## src/rtl/fetch_ctrl_pkg.sv

```systemverilog
// Shared types and constants for the instruction fetch sequencer.
// Holds the state encoding and the reset fetch address.
package fetch_ctrl_pkg;
    typedef logic        u1;
    typedef logic [31:0] u32;
    typedef logic [63:0] u64;

    typedef enum logic [1:0] {
        FETCH = 2'd0,
        FLUSH = 2'd1,
        HOLD  = 2'd2
    } fetch_state_t;

    localparam u64 PC_RESET_DEFAULT = 64'h0000_0000_8000_0000;
    localparam u64 INSTR_BYTES      = 64'd4;
endpackage

```

## src/rtl/fetch_ctrl_if.sv

```systemverilog
// Instruction-bus, redirect and decode-side handshake signals of the fetch sequencer.
interface fetch_ctrl_if;
    import fetch_ctrl_pkg::*;

    u1  ireq_valid;
    u64 ireq_addr;
    u1  iresp_data_ok;
    u32 iresp_data;
    u1  redirect_valid;
    u64 redirect_pc;
    u1  out_ready;
    u1  out_valid;
    u64 out_pc;
    u32 out_instr;

    modport master (
        output ireq_valid, ireq_addr, out_valid, out_pc, out_instr,
        input  iresp_data_ok, iresp_data, redirect_valid, redirect_pc, out_ready
    );

    modport slave (
        input  ireq_valid, ireq_addr, out_valid, out_pc, out_instr,
        output iresp_data_ok, iresp_data, redirect_valid, redirect_pc, out_ready
    );
endinterface

```

## src/rtl/fetch_ctrl_pc_next.sv

```systemverilog
// Picks the next fetch address (sequential pc or redirect target) and the
// address after it; the +4 wraps naturally at 64 bits.
module fetch_ctrl_pc_next
    import fetch_ctrl_pkg::*;
(
    input  u64 pc,
    input  u64 redirect_pc,
    input  u1  use_redirect,
    output u64 next_addr,
    output u64 next_pc
);
    // Address selection and sequential increment
    always_comb begin
        next_addr = pc;
        if (use_redirect) begin
            next_addr = redirect_pc;
        end else begin
            next_addr = pc;
        end
        next_pc = next_addr + INSTR_BYTES;
    end
endmodule

```

## src/rtl/fetch_ctrl.sv

```systemverilog
// Fetch sequencer: single-outstanding instruction-bus requests, a one-entry
// output buffer toward decode, and wrong-path discard on execute redirects.
module fetch_ctrl
    import fetch_ctrl_pkg::*;
#(
    parameter u64 PC_RESET = PC_RESET_DEFAULT
)
(
    input  logic          clk,
    input  logic          reset,
    fetch_ctrl_if.master  bus
);
    fetch_state_t state_r, state_s;
    u64 pc_r, pc_s;
    u64 req_addr_r, req_addr_s;
    u1  out_valid_r, out_valid_s;
    u64 out_pc_r, out_pc_s;
    u32 out_instr_r, out_instr_s;
    u64 sel_addr_s, sel_pc_s;

    fetch_ctrl_pc_next u_pc_next (
        .pc           (pc_r),
        .redirect_pc  (bus.redirect_pc),
        .use_redirect (bus.redirect_valid),
        .next_addr    (sel_addr_s),
        .next_pc      (sel_pc_s)
    );

    // State and buffer registers
    always_ff @(posedge clk or posedge reset) begin
        if (reset) begin
            state_r     <= FETCH;
            pc_r        <= PC_RESET + INSTR_BYTES;
            req_addr_r  <= PC_RESET;
            out_valid_r <= 1'b0;
            out_pc_r    <= 64'd0;
            out_instr_r <= 32'd0;
        end else begin
            state_r     <= state_s;
            pc_r        <= pc_s;
            req_addr_r  <= req_addr_s;
            out_valid_r <= out_valid_s;
            out_pc_r    <= out_pc_s;
            out_instr_r <= out_instr_s;
        end
    end

    // Next-state and register update selection
    always_comb begin
        state_s     = state_r;
        pc_s        = pc_r;
        req_addr_s  = req_addr_r;
        out_valid_s = out_valid_r;
        out_pc_s    = out_pc_r;
        out_instr_s = out_instr_r;
        case (state_r)
            FETCH: begin
                if (bus.redirect_valid) begin
                    // Same-cycle data is wrong-path; otherwise wait out the old request
                    if (bus.iresp_data_ok) begin
                        req_addr_s = sel_addr_s;
                        pc_s       = sel_pc_s;
                        state_s    = FETCH;
                    end else begin
                        pc_s    = bus.redirect_pc;
                        state_s = FLUSH;
                    end
                end else if (bus.iresp_data_ok) begin
                    out_valid_s = 1'b1;
                    out_pc_s    = req_addr_r;
                    out_instr_s = bus.iresp_data;
                    state_s     = HOLD;
                end else begin
                    state_s = FETCH;
                end
            end
            FLUSH: begin
                if (bus.iresp_data_ok) begin
                    req_addr_s = sel_addr_s;
                    pc_s       = sel_pc_s;
                    state_s    = FETCH;
                end else if (bus.redirect_valid) begin
                    pc_s    = bus.redirect_pc;
                    state_s = FLUSH;
                end else begin
                    state_s = FLUSH;
                end
            end
            HOLD: begin
                if (bus.redirect_valid || bus.out_ready) begin
                    out_valid_s = 1'b0;
                    req_addr_s  = sel_addr_s;
                    pc_s        = sel_pc_s;
                    state_s     = FETCH;
                end else begin
                    state_s = HOLD;
                end
            end
            default: begin
                state_s = FETCH;
            end
        endcase
    end

    assign bus.ireq_valid = (state_r != HOLD) && !reset;
    assign bus.ireq_addr  = req_addr_r;
    assign bus.out_valid  = out_valid_r;
    assign bus.out_pc     = out_pc_r;
    assign bus.out_instr  = out_instr_r;
endmodule

```

## src/flat_wrapper.sv

```systemverilog
// flat-port wrapper written by rule: the top's interface ports become plain ports
module fetch_ctrl_flat import fetch_ctrl_pkg::*;
#(
    parameter u64 PC_RESET = PC_RESET_DEFAULT
)
  (clk, reset, bus_ireq_valid, bus_ireq_addr, bus_out_valid, bus_out_pc, bus_out_instr, bus_iresp_data_ok, bus_iresp_data, bus_redirect_valid, bus_redirect_pc, bus_out_ready);
  fetch_ctrl_if bus_i ();
  input  logic clk;
  input  logic reset;
  output wire logic [$bits(bus_i.ireq_valid)-1:0] bus_ireq_valid;
  output wire logic [$bits(bus_i.ireq_addr)-1:0] bus_ireq_addr;
  output wire logic [$bits(bus_i.out_valid)-1:0] bus_out_valid;
  output wire logic [$bits(bus_i.out_pc)-1:0] bus_out_pc;
  output wire logic [$bits(bus_i.out_instr)-1:0] bus_out_instr;
  input wire logic [$bits(bus_i.iresp_data_ok)-1:0] bus_iresp_data_ok;
  input wire logic [$bits(bus_i.iresp_data)-1:0] bus_iresp_data;
  input wire logic [$bits(bus_i.redirect_valid)-1:0] bus_redirect_valid;
  input wire logic [$bits(bus_i.redirect_pc)-1:0] bus_redirect_pc;
  input wire logic [$bits(bus_i.out_ready)-1:0] bus_out_ready;
  assign bus_ireq_valid = bus_i.ireq_valid;
  assign bus_ireq_addr = bus_i.ireq_addr;
  assign bus_out_valid = bus_i.out_valid;
  assign bus_out_pc = bus_i.out_pc;
  assign bus_out_instr = bus_i.out_instr;
  assign bus_i.iresp_data_ok = bus_iresp_data_ok;
  assign bus_i.iresp_data = bus_iresp_data;
  assign bus_i.redirect_valid = bus_redirect_valid;
  assign bus_i.redirect_pc = bus_redirect_pc;
  assign bus_i.out_ready = bus_out_ready;
  fetch_ctrl #(.PC_RESET(PC_RESET)) u_core (.clk(clk), .reset(reset), .bus(bus_i));
endmodule
```

## config.mk

```make
export PLATFORM = sky130hd
export DESIGN_NAME = fetch_ctrl_flat
export DESIGN_NICKNAME = d
export VERILOG_FILES = /design/src/rtl/fetch_ctrl_pkg.sv /design/src/rtl/fetch_ctrl_if.sv /design/src/rtl/fetch_ctrl_pc_next.sv /design/src/rtl/fetch_ctrl.sv /design/src/flat_wrapper.sv
export SDC_FILE = /design/constraint.sdc
export NUM_CORES = 1
export LEC_CHECK = 0
export BUFFER_PORTS_ARGS = -buffer_cell sky130_fd_sc_hd__clkbuf_2
export CAP_MARGIN = 30
export CORE_MARGIN = 5
export CORE_UTILIZATION = 56
export DETAILED_ROUTE_END_ITERATION = 16
export GPL_ROUTABILITY_DRIVEN = 0
export PLACE_DENSITY_LB_ADDON = 0.08
export SLEW_MARGIN = 20
export SYNTH_ARGS = -nofsm -noshare
export SYNTH_HDL_FRONTEND = slang
export SYNTH_SLANG_ARGS = --single-unit
```

## constraint.sdc

```tcl
create_clock -name clk -period 8.4 [get_ports clk]
set_input_delay 1.26 -clock clk [delete_from_list [all_inputs] [get_ports clk]]
set_output_delay 1.26 -clock clk [all_outputs]
set_load 0.05 [all_outputs]
```

[After elaboration in Yosys (flattened, before gate mapping)]
Index checks and enable logic that the tools add are counted.
W data, S select, Z words.
Cells by class
  bitwise logic cells: 1
  reduce and logical (&&, ||, !) cells: 9
  muxes and demuxes: 19
  add/subtract/negate cells: 1
  equality and inequality tests: 7
Operators with widths (number)
  $mux W64: 8
  $pmux W64 S3: 2
  $add A64 B3 Y64 const B: 1
  $ne A2 B2 Y1 const B: 4
  $mux W2: 3
  $pmux W2 S3: 1
  $reduce_and A3 Y1: 2
  $mux W1: 4
  $reduce_and A4 Y1: 1
  $reduce_bool A3 Y1: 1
  $eq A2 B1 Y1 const B: 1
  $eq A2 B2 Y1 const B: 1
  $logic_not A2 Y1: 1
  $ne A2 B1 Y1 const B: 1
  $pmux W1 S2: 1
  $reduce_bool A2 Y1: 1
  $logic_and A1 B1 Y1: 1
  $logic_not A1 Y1: 1
  $logic_or A1 B1 Y1: 1
  $not A1 Y1: 1
Storage, ports and cells
  register bits after elaboration: 227
  logic and storage cells: 43
  output and inout bits: 162
  input port bits: 101

[Longest topological paths before layout]
Gate-level depths: netlist (run 1).
  depth after elaboration: 5
  depth in mapped cells: 20
  mapped depth without buffers: 10

[Modules after synthesis]
A second synthesis (run 1) with hierarchy kept.
Second synthesis, totals
  cell total of the unflattened synthesis: 1170
  area total of the unflattened synthesis: 12590.8 um2
Modules (own cells, without submodules)
  fetch_ctrl: cells an instance 745, instances 1, area an instance 9643.0 um2, seq. area each 5684.2 um2
  fetch_ctrl_pc_next: cells an instance 425, instances 1, area an instance 2947.8 um2, seq. area each 0.0 um2

[Worst setup path before layout (run 1)]
No wires, ideal clock.
  path kind: input to register
  from: in bus_redirect_valid
  to: reg u_core.pc_r[54]
  slack: 2.815 ns
  stages on the path: 20
  setup time: 0.080 ns
  data arrival time: 5.505 ns
  buffers on the path: 10
  required time: 8.320 ns
  cell sequence: buf_6 buf_6 buf_4 buf_2 buf_2 buf_2 buf_1 buf_2 mux2i_1 inv_1 ha_1 a21boi_1 nand4_1 or4_1 buf_2 or4b_1 buf_2 a31oi_1 o32ai_1 nor3_2
On the way
  word-level cells in the longest chain between the ends: 5
  elaborated cells on any way between the ends: 11
  classes of those cells: add/sub: 1; eq/ne: 2; mux: 6; reduce/logical: 2
Ends and longest elaborated chain
  start: declaration: line flat_wrapper.sv:17  | input wire logic [$bits(bus_i.redirect_valid)-1:0] bus_redirect_valid;
  $mux W64
  $add A64 B3 Y64: line fetch_ctrl_pc_next.sv:20  | next_pc = next_addr + INSTR_BYTES;
  $mux W64: line fetch_ctrl.sv:60  | if (bus.iresp_data_ok) begin
  $mux W64: line fetch_ctrl.sv:58  | if (bus.redirect_valid) begin
  $pmux W64 S3: line fetch_ctrl.sv:56  | case (state_r)
  end signal: assignment: line fetch_ctrl.sv:33  | pc_r <= PC_RESET + INSTR_BYTES;
  end signal: assignment: line fetch_ctrl.sv:40  | pc_r <= pc_s;
  end: declaration: line fetch_ctrl.sv:14  | u64 pc_r, pc_s;
Parallel ways exist; a longest one is shown, timed or not. The select of a mux whose other input is x is not followed.
A chain may end at the register's enable or synchronous reset.

[Final worst setup path (run 1)]
Ends and elaborated chain as after synthesis.

==> results.cfg, run 1 <==
[yosys]
seq_area_frac_synth = 0.423
synth_edf_count = 0
synth_area_leaders = dfrtp_1 (42%), mux2_2 (11%), nand2_1 (5.2%)
syn_area_per_cell_um2 = 9.30
syn-instance-count = 1446
synth_top_area_cell = dfrtp_1
synth_flop_cell = dfrtp_1
synth.net_count = 1552
synth_top_area_share = 0.417
ys_ff_latch = 227
synthArstFlopShare = 1.00
yosysWarningCount = 0
synth_area_mm2 = 0.0134
synth_cell_type_count = 79

[global_route]
grt_pass1_vias = 11900
grt-ovfl-total = 0
grt_start_max_net_pins = 94
grt_pass1_wl_um = 66400
antenna_found_initial = 1
track_usage = 0.308

[final_layout]
areaGrowthSynthToFinish_pct = 17.3
drive_gt1_frac = 0.289
fill_cells = 1952
design_area_mm2 = 0.0158
num-nets-final = 1762

[min_path]
hp-start = u_core.pc_r[41]
min_path_type = reg -> reg

[route]
vias_per_cell = 6.38
drt_pre_antenna_iters = 6
post-route-drc-count = 0
wire_per_inst_um = 21.6
vias = 12700
antenna_left = 0
initialDrtViolationCount = 1520
wirelength_um = 43000

[job]
cap_violations = 0

[clocking]
clk_pin_slew_ps = 60
clock_latency_ps = 550
cts_hold_repair.buffers = 0
numCtsBuffers = 25
post-cts-setup-buffers = 0
cts_resized = 0
clockBufferDepth = 3
h-tree-depth = 1
tritoncts = yes
cts-root-buf = clkbuf_16
clkSinkCount = 227

[placement]
port_buffers = 262
dpl-instance-area_mm2 = 0.0149
dp_hpwl_um = 29000

[worst_setup_path]
cp_common_cell = buf_4
cp.buffers_inverters = 2
path_class = in -> reg
crit_chain = buf_4, buf_4, nand3_1, a222oi_1, nand3_2, or4_1, or4b_1, a31oi_1, o32ai_1, nor3_2
critPathMaxFanout = 88
crit_family = simple AND/OR/NAND/NOR gates
slowest_delay_ps = 830
arrival_ps = 5980
critPathSlowestCell = buf_4
worstSetupStartpoint = bus_redirect_valid
critPathLaunchType = input port
worst_setup_path_end_kind = flop
rr_startpoint = u_core.pc_r[2]
crit_required_ps = 8870

[timing]
fmax_mhz = 181
fin_crit_sh = 0.657
worstMarginPinSlew_ps = 1040
rsz0062_at_grt = no
hold_viol = 0
setup_viol = 0
layout_min_cycle_time_ps = 5520
hold_ws_ps = 494
tns_ps = 0
slew_headroom = 0.307
slew_violations = 0
skew_ps = 22.8

[floorplanning]
die_x_um = 165
die_h_um = 165
dieArea_mm2 = 0.0272
initial_core_util = 0.571
pin_count = 263
fp-row-count = 56
core_mm2 = 0.0235

[power]
p_per_area_mw_per_mm2 = 341
p_leak_uw = 0.00713
peakVddDrop_uv = 295

[outcome]
status = finished, final reports clean
## stage by stage
step | util | power [uW] | worst slack (ps) | instances
finish | 0.670 | 5380 | 2880 | 1994
global route | 0.670 | 5650 | 2630 | 1992
CTS | 0.668 | 5380 | 3040 | 1989
detailed placement | 0.633 | 4280 | 2490 | 1946
global placement | 0.632 | 4220 | 2640 | 1945
floorplan | - | 3610 | 925 | 1446
## sequential cells by signal, summed over array words and instances, names as in the netlist
name / cells
u_core.bus.out_pc: 64
u_core.pc_r: 64
u_core.bus.out_instr: 32
u_core.bus.ireq_addr: 64
u_core.bus.out_valid: 1
u_core.state_r: 2
## tightest hold or removal path, cell delays in order, from the launching register on
cell,delay (ps)
dfrtp_1,350
nand2_1,50
nand2_1,60
## per-layer routing
layer	vias up	global-route usage	routed length, um
li1	5723	-	-
met1	6080	0.445	17900
met2	811	0.473	19000
met3	113	0.0619	4880
met4	0	0.0870	1220
met5	-	0	0
## placed cells by master (no fill, tap or decap), types with 17 or more instances in the layout
cell,n
nand2_1,186
clkbuf_2,260
nand3b_1,24
clkbuf_16,25
mux2_2,132
mux2i_1,68
nor3_1,30
a211oi_1,21
nor2_1,74
o21ai_0,137
nand3_1,57
dfrtp_1,224
xnor2_1,24
buf_4,21
a21oi_1,112
a22oi_1,17
## power breakdown
group / internal [uW] / switching [uW]
clock: 645 / 454
combinational: 661 / 1830
sequential: 1490 / 293
total: 2800 / 2580
## layout make-up
class	count	area, um^2	area share
antenna	3	7.51	0.000476
clock buffer	33	696	0.0441
clock inverter	10	121	0.00770
inverter	17	71.3	0.00452
multi-input combinational	1101	7270	0.461
sequential	227	5680	0.360
tap	319	399	0.0253
timing repair buffer	284	1520	0.0963
## cell usage after synthesis (6+ instances only)
cell	count
xnor2_1	24
mux2_2	132
o221ai_1	6
nor3_1	30
buf_1	12
nand3b_1	24
o21ai_0	137
dfrtp_1	224
a221oi_1	12
nor2_1	75
or3_1	8
clkbuf_1	68
inv_1	14
a31oi_1	13
a22oi_1	17
o31ai_1	9
nand2b_1	7
buf_2	13
a21o_1	11
o211ai_1	7
nand4_1	16
nand3_1	58
mux2i_1	68
nor4_1	9
a211oi_1	21
xor2_1	16
nand2_1	186
a21oi_1	112
nor2b_1	10
## final timing paths
| check | endpoint | slack, ps | cells after the start |
|---|---|---|---|
| setup / recovery | u_core.pc_r[54] | 2880 | 10 |
| hold / removal | u_core.pc_r[41] | 490 | 2 |
| setup reg to reg | u_core.pc_r[54] | 4240 | 10 |
| hold reg to reg | u_core.pc_r[41] | 490 | 2 |
| max in group asynchronous | u_core.bus.out_pc[60] | 6360 | 3 |
| min in group asynchronous | u_core.bus.ireq_addr[7] | 840 | 2 |
## logic make-up after synthesis
| group | Yosys count | share of synthesized area |
|---|---|---|
| fa+ha+maj | 5 | 0.00465 |
| simple gates | 466 | 0.171 |
| xor+xnor | 40 | 0.0261 |
| compound gates | 390 | 0.176 |
| buf+inv | 118 | 0.0383 |
| flops | 227 | 0.423 |
| mux | 200 | 0.161 |
Note: power is estimated with default switching activity, not from simulation.
==> inputs of run 2 (changes only) <==
Settings changed: CORE_UTILIZATION 56 to 51.
Clock period 8.4 ns to 4.95 ns, I/O delays scaled along.
==> run 2 against run 1 <==
Clock power up 89%. Cell count up 2.0%. First-iteration DRC count fell by 12%. Combinational power increased by 71%. Clock skew shrank 6.9 ps. Worst hold slack lost 250 ps. Sequential share of layout area decreased by 0.62 points. Highest routed layer unchanged. Cell area is 1.7% higher. Largest cell class unchanged. Register-to-register slack got worse by 3000 ps. Sequential power up 69%. Setup slack got worse by 1700 ps. Total power up 74%.
==> results.cfg, run 2 (synthesis gave the netlist of run 1 again) <==
[power]
seq_power_share = 0.323
p_leak_uw = 0.00726
p_comb_frac = 0.456
clock_power_share = 0.222
peakVddDrop_uv = 493
internal_power_uw = 4970
p_sw_frac = 0.471
p_per_area_mw_per_mm2 = 585
switchingPower_uw = 4420

[worst_setup_path]
reg2reg_to = u_core.pc_r[54]
slowest_delay_ps = 670
rr_startpoint = u_core.pc_r[2]
arrival_ps = 4240
cp_common_cell = buf_4
crit_family = simple AND/OR/NAND/NOR gates
critPathSlowestCell = or4b_1
critPathLaunchType = input port
r2r_cells = 10
crit_chain = buf_4, buf_4, nand3_1, a222oi_1, nand3_2, or4_1, or4b_1, a31oi_1, o32ai_1, nor3_2
path_class = in -> reg
critPathMaxFanout = 37
crit_required_ps = 5410
r2r_slack_ps = 1270
cp.buffers_inverters = 2
worst_setup_path_end_kind = flop

[floorplanning]
pin_count = 263
die_h_um = 172
dieArea_mm2 = 0.0297
fp-row-count = 59
initial_core_util = 0.517
die_x_um = 172
core_mm2 = 0.0260

[clocking]
cts_hold_repair.buffers = 0
clkSinkCount = 227
numCtsBuffers = 26
tritoncts = yes
clk_pin_slew_ps = 60
cts-root-buf = clkbuf_16
clockBufferDepth = 3
h-tree-depth = 1
post-cts-setup-buffers = 0
cts_resized = 0
clock_latency_ps = 540

[route]
post-route-drc-count = 0
vias_per_cell = 6.17
initialDrtViolationCount = 1333
drt_pre_antenna_iters = 6
wirelength_um = 44300
antenna_left = 0
wire_per_inst_um = 21.8
vias = 12500

[timing]
hold_viol = 0
fin_crit_sh = 0.763
slew_violations = 0
rsz0062_at_grt = no
skew_ps = 15.9
fmax_mhz = 265
worstMarginPinSlew_ps = 994
slew_headroom = 0.335
layout_min_cycle_time_ps = 3780
tns_ps = 0
setup_viol = 0
hold_ws_ps = 249

[placement]
dp_cells = 1984
dp_hpwl_um = 30500
dpl-instance-area_mm2 = 0.0151
port_buffers = 262

[global_route]
grt-ovfl-total = 0
track_usage = 0.290
grt_pass1_vias = 11700
grt_pass1_wl_um = 68600
grt_start_max_net_pins = 105
antenna_found_initial = 0

[min_path]
min_path_type = in -> async

[final_layout]
drive_gt1_frac = 0.297
design_area_mm2 = 0.0160
final_cell_mix = clkbuf_2 (260), dfrtp_1 (224), nand2_1 (186)
areaGrowthSynthToFinish_pct = 19.4
seq_area_mm2 = 0.00568
fin_cells = 2033
multi_input_area_mm2 = 0.00727
fill_cells = 2253
num-nets-final = 1783
final_common_cell = clkbuf_2

[outcome]
status = finished, final reports clean

[job]
cap_violations = 0
## run 2: power by group through the flow
stage	sequential [uW]	combinational, uW	clock [uW]
final	3030	4270	2080
after global placement	3010	4200	0
after global routing	3110	4540	2190
after floorplan	4710	1410	0
after CTS	3020	4270	2110
after detailed placement	3050	4260	0
## run 2: stage by stage
| step | power, uW | setup WS, ps | utilization |
|---|---|---|---|
| global route | 9840 | 988 | 0.617 |
| CTS | 9400 | 1260 | 0.617 |
| finish | 9380 | 1170 | 0.617 |
| floorplan | 6120 | 54.0 | - |
| global placement | 7220 | 788 | 0.581 |
| detailed placement | 7310 | 694 | 0.582 |
## run 2: worst max path at each step
stage,depth (start not counted),slack (ps),startpoint,end
after CTS,10,1260,bus_redirect_valid,u_core.pc_r[54]
after detailed placement,11,690,bus_redirect_valid,u_core.pc_r[54]
after global routing,10,990,bus_redirect_valid,u_core.pc_r[46]
after floorplan,20,50,bus_redirect_valid,u_core.pc_r[54]
final,10,1170,bus_redirect_valid,u_core.pc_r[54]
after global placement,11,790,bus_redirect_valid,u_core.pc_r[54]
## run 2: area by class of cell
type	count	share of cell area
sequential	227	0.354
timing repair buffer	304	0.105
inverter	17	0.00421
tap	335	0.0261
clock inverter	7	0.00889
clock buffer	40	0.0483
antenna	2	0.000312
multi-input combinational	1101	0.453
## run 2: routing by layer
metal	routed length, um	global-route usage	vias to the layer above	part of all wire
met5	0	0	-	0
met4	1250	0.0817	0	0.028
met3	4800	0.0690	99	0.11
met2	19100	0.435	641	0.43
met1	19200	0.421	6039	0.43
li1	-	-	5759	-
